===== config.mk =====
export PLATFORM = sky130hd
export DESIGN_NAME = sp_mem_arbiter
export DESIGN_NICKNAME = d
export VERILOG_FILES = /design/src/rtl/sp_mem_arbiter.sv
export SDC_FILE = /design/constraint.sdc
export NUM_CORES = 1
export LEC_CHECK = 0
export CAP_MARGIN = 20
export CORE_MARGIN = 2
export CORE_UTILIZATION = 29
export DETAILED_ROUTE_END_ITERATION = 10
export PLACE_DENSITY = 0.89
export RECOVER_POWER = 50
export SLEW_MARGIN = 0
export SYNTH_ARGS = -nofsm -noshare
export SYNTH_HDL_FRONTEND = slang
export SYNTH_SLANG_ARGS = --single-unit

===== constraint.sdc =====
create_clock -name clk -period 3.2 [get_ports clk]
set_clock_uncertainty 0.05 [all_clocks]
set_input_delay 0.64 -clock clk [delete_from_list [all_inputs] [get_ports clk]]
set_output_delay 0.64 -clock clk [all_outputs]
set_load 0.05 [all_outputs]

===== src/rtl/sp_mem_arbiter.sv =====
// rtl/sp_mem_arbiter.sv - round-robin arbiter sharing one single-port SRAM, with read tagging and sleep control
module sp_mem_arbiter #(
    parameter int DATA_L     = 32,
    parameter int ADDR_L     = 10,
    parameter int RD_LATENCY = 1,
    parameter int N_REQ      = 2,
    parameter int IDLE_TH    = 16,
    parameter int WAKE_CYC   = 2
) (
    input  logic                      clk,
    input  logic                      rst,
    input  logic [N_REQ-1:0]          req_vld,
    input  logic [N_REQ-1:0]          req_wr,
    input  logic [N_REQ*ADDR_L-1:0]   req_addr,
    input  logic [N_REQ*DATA_L-1:0]   req_wdata,
    output logic [N_REQ-1:0]          req_rdy,
    output logic                      rsp_vld,
    output logic [$clog2(N_REQ)-1:0]  rsp_id,
    output logic [DATA_L-1:0]         rsp_data,
    output logic                      mem_ch_en,
    output logic                      mem_wr_en,
    output logic [ADDR_L-1:0]         mem_addr,
    output logic [DATA_L-1:0]         mem_wr_data,
    input  logic [DATA_L-1:0]         mem_rd_data,
    output logic                      mem_slp,
    output logic                      mem_sd
);
    localparam int IW   = $clog2(N_REQ);
    localparam int CMAX = (IDLE_TH > WAKE_CYC) ? IDLE_TH : WAKE_CYC;
    localparam int CW   = $clog2(CMAX + 1);

    typedef enum logic [1:0] {ST_ACTIVE, ST_SLEEP, ST_WAKE} state_t;

    state_t               state, state_n;
    logic [IW-1:0]        ptr;
    logic [CW-1:0]        cnt, cnt_n;
    logic                 slp_q, slp_n;
    logic                 rst_q;
    logic [RD_LATENCY-1:0] tag_vld;
    logic [IW-1:0]        tag_id [RD_LATENCY];
    logic                 found;
    logic [IW-1:0]        gnt;
    logic                 grant;
    logic                 busy;

    // Rotating priority search starting at the round-robin pointer.
    always_comb begin
        found = 1'b0;
        gnt   = '0;
        for (int k = 0; k < N_REQ; k++) begin
            if (!found && req_vld[IW'((int'(ptr) + k) % N_REQ)]) begin
                found = 1'b1;
                gnt   = IW'((int'(ptr) + k) % N_REQ);
            end
        end
    end

    // No grants during reset or the first cycle after it.
    assign grant = (state == ST_ACTIVE) && !rst && !rst_q && found;
    assign busy  = (|req_vld) || (|tag_vld);

    // The shared counter tracks idle cycles in ACTIVE and wake cycles in WAKE.
    always_comb begin
        state_n = state;
        cnt_n   = cnt;
        slp_n   = slp_q;
        case (state)
            ST_ACTIVE: begin
                if (busy) begin
                    cnt_n = '0;
                end else begin
                    if (cnt != CW'(CMAX)) cnt_n = cnt + 1'b1;
                    if (IDLE_TH > 0 && cnt == CW'(IDLE_TH - 1)) begin
                        state_n = ST_SLEEP;
                        slp_n   = 1'b1;
                        cnt_n   = '0;
                    end
                end
            end
            ST_SLEEP: begin
                if (|req_vld) begin
                    state_n = ST_WAKE;
                    slp_n   = 1'b0;
                    cnt_n   = '0;
                end
            end
            ST_WAKE: begin
                if (cnt == CW'(WAKE_CYC - 1)) begin
                    state_n = ST_ACTIVE;
                    cnt_n   = '0;
                end else begin
                    cnt_n = cnt + 1'b1;
                end
            end
            default: state_n = ST_ACTIVE;
        endcase
    end

    always_comb begin
        req_rdy = '0;
        if (grant) req_rdy[gnt] = 1'b1;
    end

    assign mem_ch_en   = grant;
    assign mem_wr_en   = grant && req_wr[gnt];
    assign mem_addr    = grant ? req_addr[int'(gnt)*ADDR_L +: ADDR_L] : '0;
    assign mem_wr_data = grant ? req_wdata[int'(gnt)*DATA_L +: DATA_L] : '0;
    assign rsp_vld     = tag_vld[RD_LATENCY-1] && !rst;
    assign rsp_id      = rsp_vld ? tag_id[RD_LATENCY-1] : '0;
    assign rsp_data    = mem_rd_data;
    assign mem_slp     = slp_q && !rst;
    assign mem_sd      = 1'b0;

    always_ff @(posedge clk) begin
        if (rst) begin
            state   <= ST_ACTIVE;
            ptr     <= '0;
            cnt     <= '0;
            slp_q   <= 1'b0;
            rst_q   <= 1'b1;
            tag_vld <= '0;
            for (int i = 0; i < RD_LATENCY; i++) tag_id[i] <= '0;
        end else begin
            state <= state_n;
            cnt   <= cnt_n;
            slp_q <= slp_n;
            rst_q <= 1'b0;
            if (grant) ptr <= (int'(gnt) == N_REQ - 1) ? '0 : gnt + 1'b1;
            tag_vld[0] <= grant && !req_wr[gnt];
            tag_id[0]  <= gnt;
            for (int i = 1; i < RD_LATENCY; i++) begin
                tag_vld[i] <= tag_vld[i-1];
                tag_id[i]  <= tag_id[i-1];
            end
        end
    end
endmodule


; ---- Yosys cells after proc, flatten, opt, wreduce, memory -nomap -nowiden
; Memories as Yosys holds them, arrays and structs flattened.
; Index checks and enable logic that the tools add are counted.
[word_totals]
elab_cells = 86
out_inout_bits = 82
reg_bits = 11
ramBits = 1
mem_count = 1
inputBits = 122
[classes]
eq_ne = 10
mul = 1
n_shift = 2
reduce_logical = 22
magnitude_cmp = 4
n_addsub = 3
n_mux = 37
[memory_table]
columns = memory, depth, word_bits, read_ports, rd_clocked_by_memory_dff, write_ports, line
row1 = tag_id, 1, 1, 1, 0, 1, 40  ; logic [IW-1:0] tag_id [RD_LATENCY];
[ops]
columns = op, count
row1 = indexed part select 64 x 7 -> 32 bit, 1
row2 = 2-to-1 mux 32 bit, 1
row3 = 2-to-1 mux 5 bit, 5
row4 = 2-to-1 mux 1 bit, 21
row5 = indexed part select 20 x 6 -> 10 bit, 1
row6 = case mux 5 bit (3 select lines), 1
row7 = 2-to-1 mux 10 bit, 1
row8 = 2-to-1 mux 2 bit, 5
row9 = logical AND 1 bit, 9
row10 = AND reduction 4 bit, 2
row11 = less-than comparator 1 x 3 -> 1 bit (second input constant), 2
row12 = inequality test 2 bit (second input constant), 3
row13 = case mux 2 bit (3 select lines), 1
row14 = adder 5 x 1 -> 5 bit (second input constant), 1
row15 = equality test 5 x 1 -> 1 bit (second input constant), 1
row16 = equality test 5 x 4 -> 1 bit (second input constant), 1
row17 = inequality test 5 bit (second input constant), 1
row18 = logical NOT 1 bit, 4
row19 = multiplier 1 x 3 -> 4 bit (second input constant), 1
row20 = inequality test 4 x 2 -> 1 bit (second input constant), 1
row21 = AND reduction 3 bit, 1
row22 = nonzero test 3 bit, 1
row23 = adder 1 bit (second input constant), 2
row24 = equality test 2 x 1 -> 1 bit (second input constant), 1
row25 = other kinds (11), 11

; ---- Depth between registers and ports, before layout
[depth]
word_depth = 12
depth_mapped = 8
depth_no_buf = 8

; ---- Worst setup path before layout
; OpenSTA, ideal clock, no wires.
[synth_path]
kind = input-to-output
startpoint = input port rst
endpoint = output port mem_wr_data[10]
arrival_time_ns = 1.919
required_time_ns = 2.510
path_slack_ns = 0.591
n_path_buf = 2
path_stages = 4
cell_sequence = nand4bb_1 -> clkbuf_1 -> clkbuf_1 -> nor2_1
[synth_via]
elab_chain_len = 5
[synth_rtl]
columns = item, line
row1 = start: declaration, 11  ; input logic rst,
row2 = logical NOT 1 bit, 59  ; assign grant = (state == ST_ACTIVE) && !rst && !rst_q && found;
row3 = logical AND 1 bit (3 in series), 59
row4 = 2-to-1 mux 32 bit, 107  ; assign mem_wr_data = grant ? req_wdata[int'(gnt)*DATA_L +: DATA_L] : '0;
row5 = end: declaration, 23  ; output logic [DATA_L-1:0] mem_wr_data,
; No other way between the ends.

; ---- Final worst setup path
[layout_path]
startpoint = input port rst
endpoint = output port rsp_id
[layout_via]
elab_chain_len = 3
[layout_rtl]
columns = item, line
row1 = logical NOT 1 bit, 108  ; assign rsp_vld = tag_vld[RD_LATENCY-1] && !rst;
row2 = logical AND 1 bit, 108
row3 = 2-to-1 mux 1 bit, 109  ; assign rsp_id = rsp_vld ? tag_id[RD_LATENCY-1] : '0;
row4 = end: declaration, 18  ; output logic [$clog2(N_REQ)-1:0] rsp_id,
; No other way between the ends.

==> impl_metrics.toml <==
[setup_path]
worst_path_largest_cell_delay_ps = 560
slowest_stage = "dlygate4sd3_1"
crit_required_ps = 2510
critPathTopFamily = "buffers and inverters"
cp_max_fo = 16
endpoint_kind = "output pin"
crit_chain = "dlygate4sd3_1, clkbuf_1, nor2b_1, and2_0, buf_12"
setup.worst_path.start_class = "primary input"
arrival_ps = 2220
critPathBufInv = 3
crit_type = "in2out"

[power]
p_sw_frac = 0.3162
leakagePower_nw = 1.273
power.internal_mw = 0.4621
p_total_mw = 0.6759
switching_power_mw = 0.2137
ir_drop_uv = 159.6
pwr_density_cell_mw_per_mm2 = 199.6
seq_power_share = 0.240
comb_power_share = 0.512
clock_power_share = 0.249

[logic_synthesis]
synth-edff-count = 0
synthMuxAreaShare = 0.2727
synth_compound_area_frac = 0.08030
yosys_warnings = 0
synthAdderAreaFrac = 0.07576
ys_seq_area_frac = 0.1455
synthArstFlopShare = 0
synth_area_leader_cell = "mux2i_1"
ys_top_cells_by_area = "mux2i_1 27%, buf_4 15%, dfxtp_1 15%"
ys.flop_type = "dfxtp_1"
synth_top_area_frac = 0.2727
synthSimpleGateAreaFrac = 0.2152
syn_area_per_cell_sq_um = 7.646
syn_inst = 216
synth_xor_area_frac = 0.005303
ys_seq_elements = 12
synth_cell_type_count = 39
synth_area_sq_mm = 0.001652
syn_nets = 348
synth_top_family_by_area = "multiplexers"

[status]
outcome = "complete, no violations"

[timing]
fin_crit_sh = 0.9083
hold_viol = 0
fmax_ghz = 0.3440
fin_ws_ps = 293.4
max_slew.worst_pin.slew_ps = 814.7
setup_tns_ps = 0
hold_ws_ps = 464.0
maxSlewViolCount = 0
max_slew_margin = 0.4498
rsz0062_at_grt = "false"
min_period_ps = 2907
setup_viol = 0

[grt]
grt_pass1_wl_mm = 9.432
antenna_found_initial = 0
grt_pass1_vias = 1821
grt_overflow = 0
grt_start_max_net_pins = 48
grt.total_usage = 0.1894

[die]
fp.dieH_microns = 79.47
dieArea_sq_mm = 0.006315
rows = 27
core_sq_mm = 0.005507
start_util = 0.2999
die_w_microns = 79.47
pin_count = 204

[route]
post-route-drc-count = 0
finalWirelength_mm = 6.359
vias = 1866
drt_pass1_iterations = 4
wl_per_cell_microns = 16.35
drt_iter0_markers = 55
drtAntennaViolNets = 0
viasPerCell = 4.797

[placed_design]
place_hpwl_mm = 5.419
dp.cells = 385
port_buffers = 138
dp_slack_ps = 364.7
globalplace.congestion = 0.8931

[cts]
cts_hold_buf = 0
clk_path_buf_depth = 2
cts_sinks = 12
post_cts_buffers = 0
clk_pin_slew_worst_paths_ps = 50
post_cts_resized = 0
cts_inserted_buffers = 3
insertion_delay_ps = 250
cts_tree = "yes"
ctsHtreeMaxLevel = 1
clockRootBuffer = "clkbuf_8"

[finish]
nNetsFinal = 450
n_fill_cell = 443
syn_to_final_growth_pct = 105.0
final_layout_size_suffix_gt1_frac = 0.1924
fin_cells = 389
antennaDiodeCount = 0

[run]
maxCapViolations = 0

[worst_hold_path]
min_path_type = "reg2reg"
[sequential cells by signal (all words and copies together) (netlist names)]
name     count
cnt          5
tag_id       1
slp_q        1
ptr          1
state        2
tag_vld      1
rst_q        1
[worst paths after layout]
kind | cells past startpoint | slack (ps) | from | endpoint
setup / recovery | 5 | 290 | rst | rsp_id
hold / removal | 2 | 460 | slp_q | slp_q
setup reg to reg | 8 | 770 | cnt[0] | state[1]
hold reg to reg | 2 | 460 | slp_q | slp_q
[synth_stat cells (2+ instances only)]
library cell  count
nand2_1           2
ha_1             10
nand4b_1          2
inv_1            12
nor2_1           51
a22oi_1           3
mux2i_1          45
and2_1            2
clkbuf_1          7
buf_1             3
nand3_1           4
dfxtp_1          12
o32ai_1           2
buf_4            33
a21oi_1           3
nor2b_1           2
[worst register-to-register path: stages (launching register included)]
cell and delay (ps):
dfxtp_1 420, ha_1 210, nand3_1 110, inv_1 80, ha_1 210, or4b_1 490
a222oi_1 430, mux2i_1 240, nor2_1 50
[cell families after synthesis]
kind of cell | Yosys count
and+or+nand+nor | 74
buffers and inverters | 56
muxes | 45
AOI/OAI and AO/OA | 17
DFF | 12
adders and majority gates | 10
other | 1
xor gates and xnor gates | 1
[through the flow]
stage,util,area (sq um)
after floorplan,-,1652
after global placement,0.6065,3339
after detailed placement,0.6065,3339
after CTS,0.6165,3395
after global routing,0.6149,3386
final,0.6149,3386
[power by group through the flow]
stage          logic [mW]  registers (mW)  clock network (mW)
2_1_floorplan       0.254           0.157                   0
3_3_place_gp        0.343           0.165                   0
3_5_place_dp        0.348           0.165                   0
4_1_cts             0.349           0.162               0.172
5_1_grt             0.364           0.163               0.179
6_report            0.346           0.162               0.168
[cell type report]
type	instances	area [sq um]	area share
Multi-Input combinational cell	148	1081	0.3193
Sequential cell	12	241.5	0.07132
Clock buffer	4	55.05	0.01626
Inverter	12	45.04	0.01330
Tap cell	72	90.09	0.02661
Timing Repair Buffer	141	1873	0.5532
[routing by layer]
layer,track usage,vias up,part of all wire,routed length (microns)
met5,0,-,0,0
met4,0.03276,0,0.011,70
met3,0.1471,14,0.18,1135
met2,0.3210,107,0.49,3124
met1,0.1844,835,0.32,2030
li1,-,910,-,-
[cells in the final DEF, fill, tap and decap left out, types with 2 or more instances in the layout]
cell type | Yosys | routed
clkbuf_8 | 0 | 4
nor2b_1 | 2 | 2
mux2i_1 | 45 | 45
inv_1 | 12 | 12
clkdlybuf4s50_1 | 0 | 88
a22oi_1 | 3 | 3
nor2_1 | 51 | 51
nand2_1 | 2 | 2
a21oi_1 | 3 | 3
nand3_1 | 4 | 4
nand4b_1 | 2 | 2
ha_1 | 10 | 10
o32ai_1 | 2 | 2
clkbuf_2 | 0 | 2
dfxtp_1 | 12 | 11
buf_12 | 0 | 48
No activity file was read; power rests on OpenSTA's default activity.
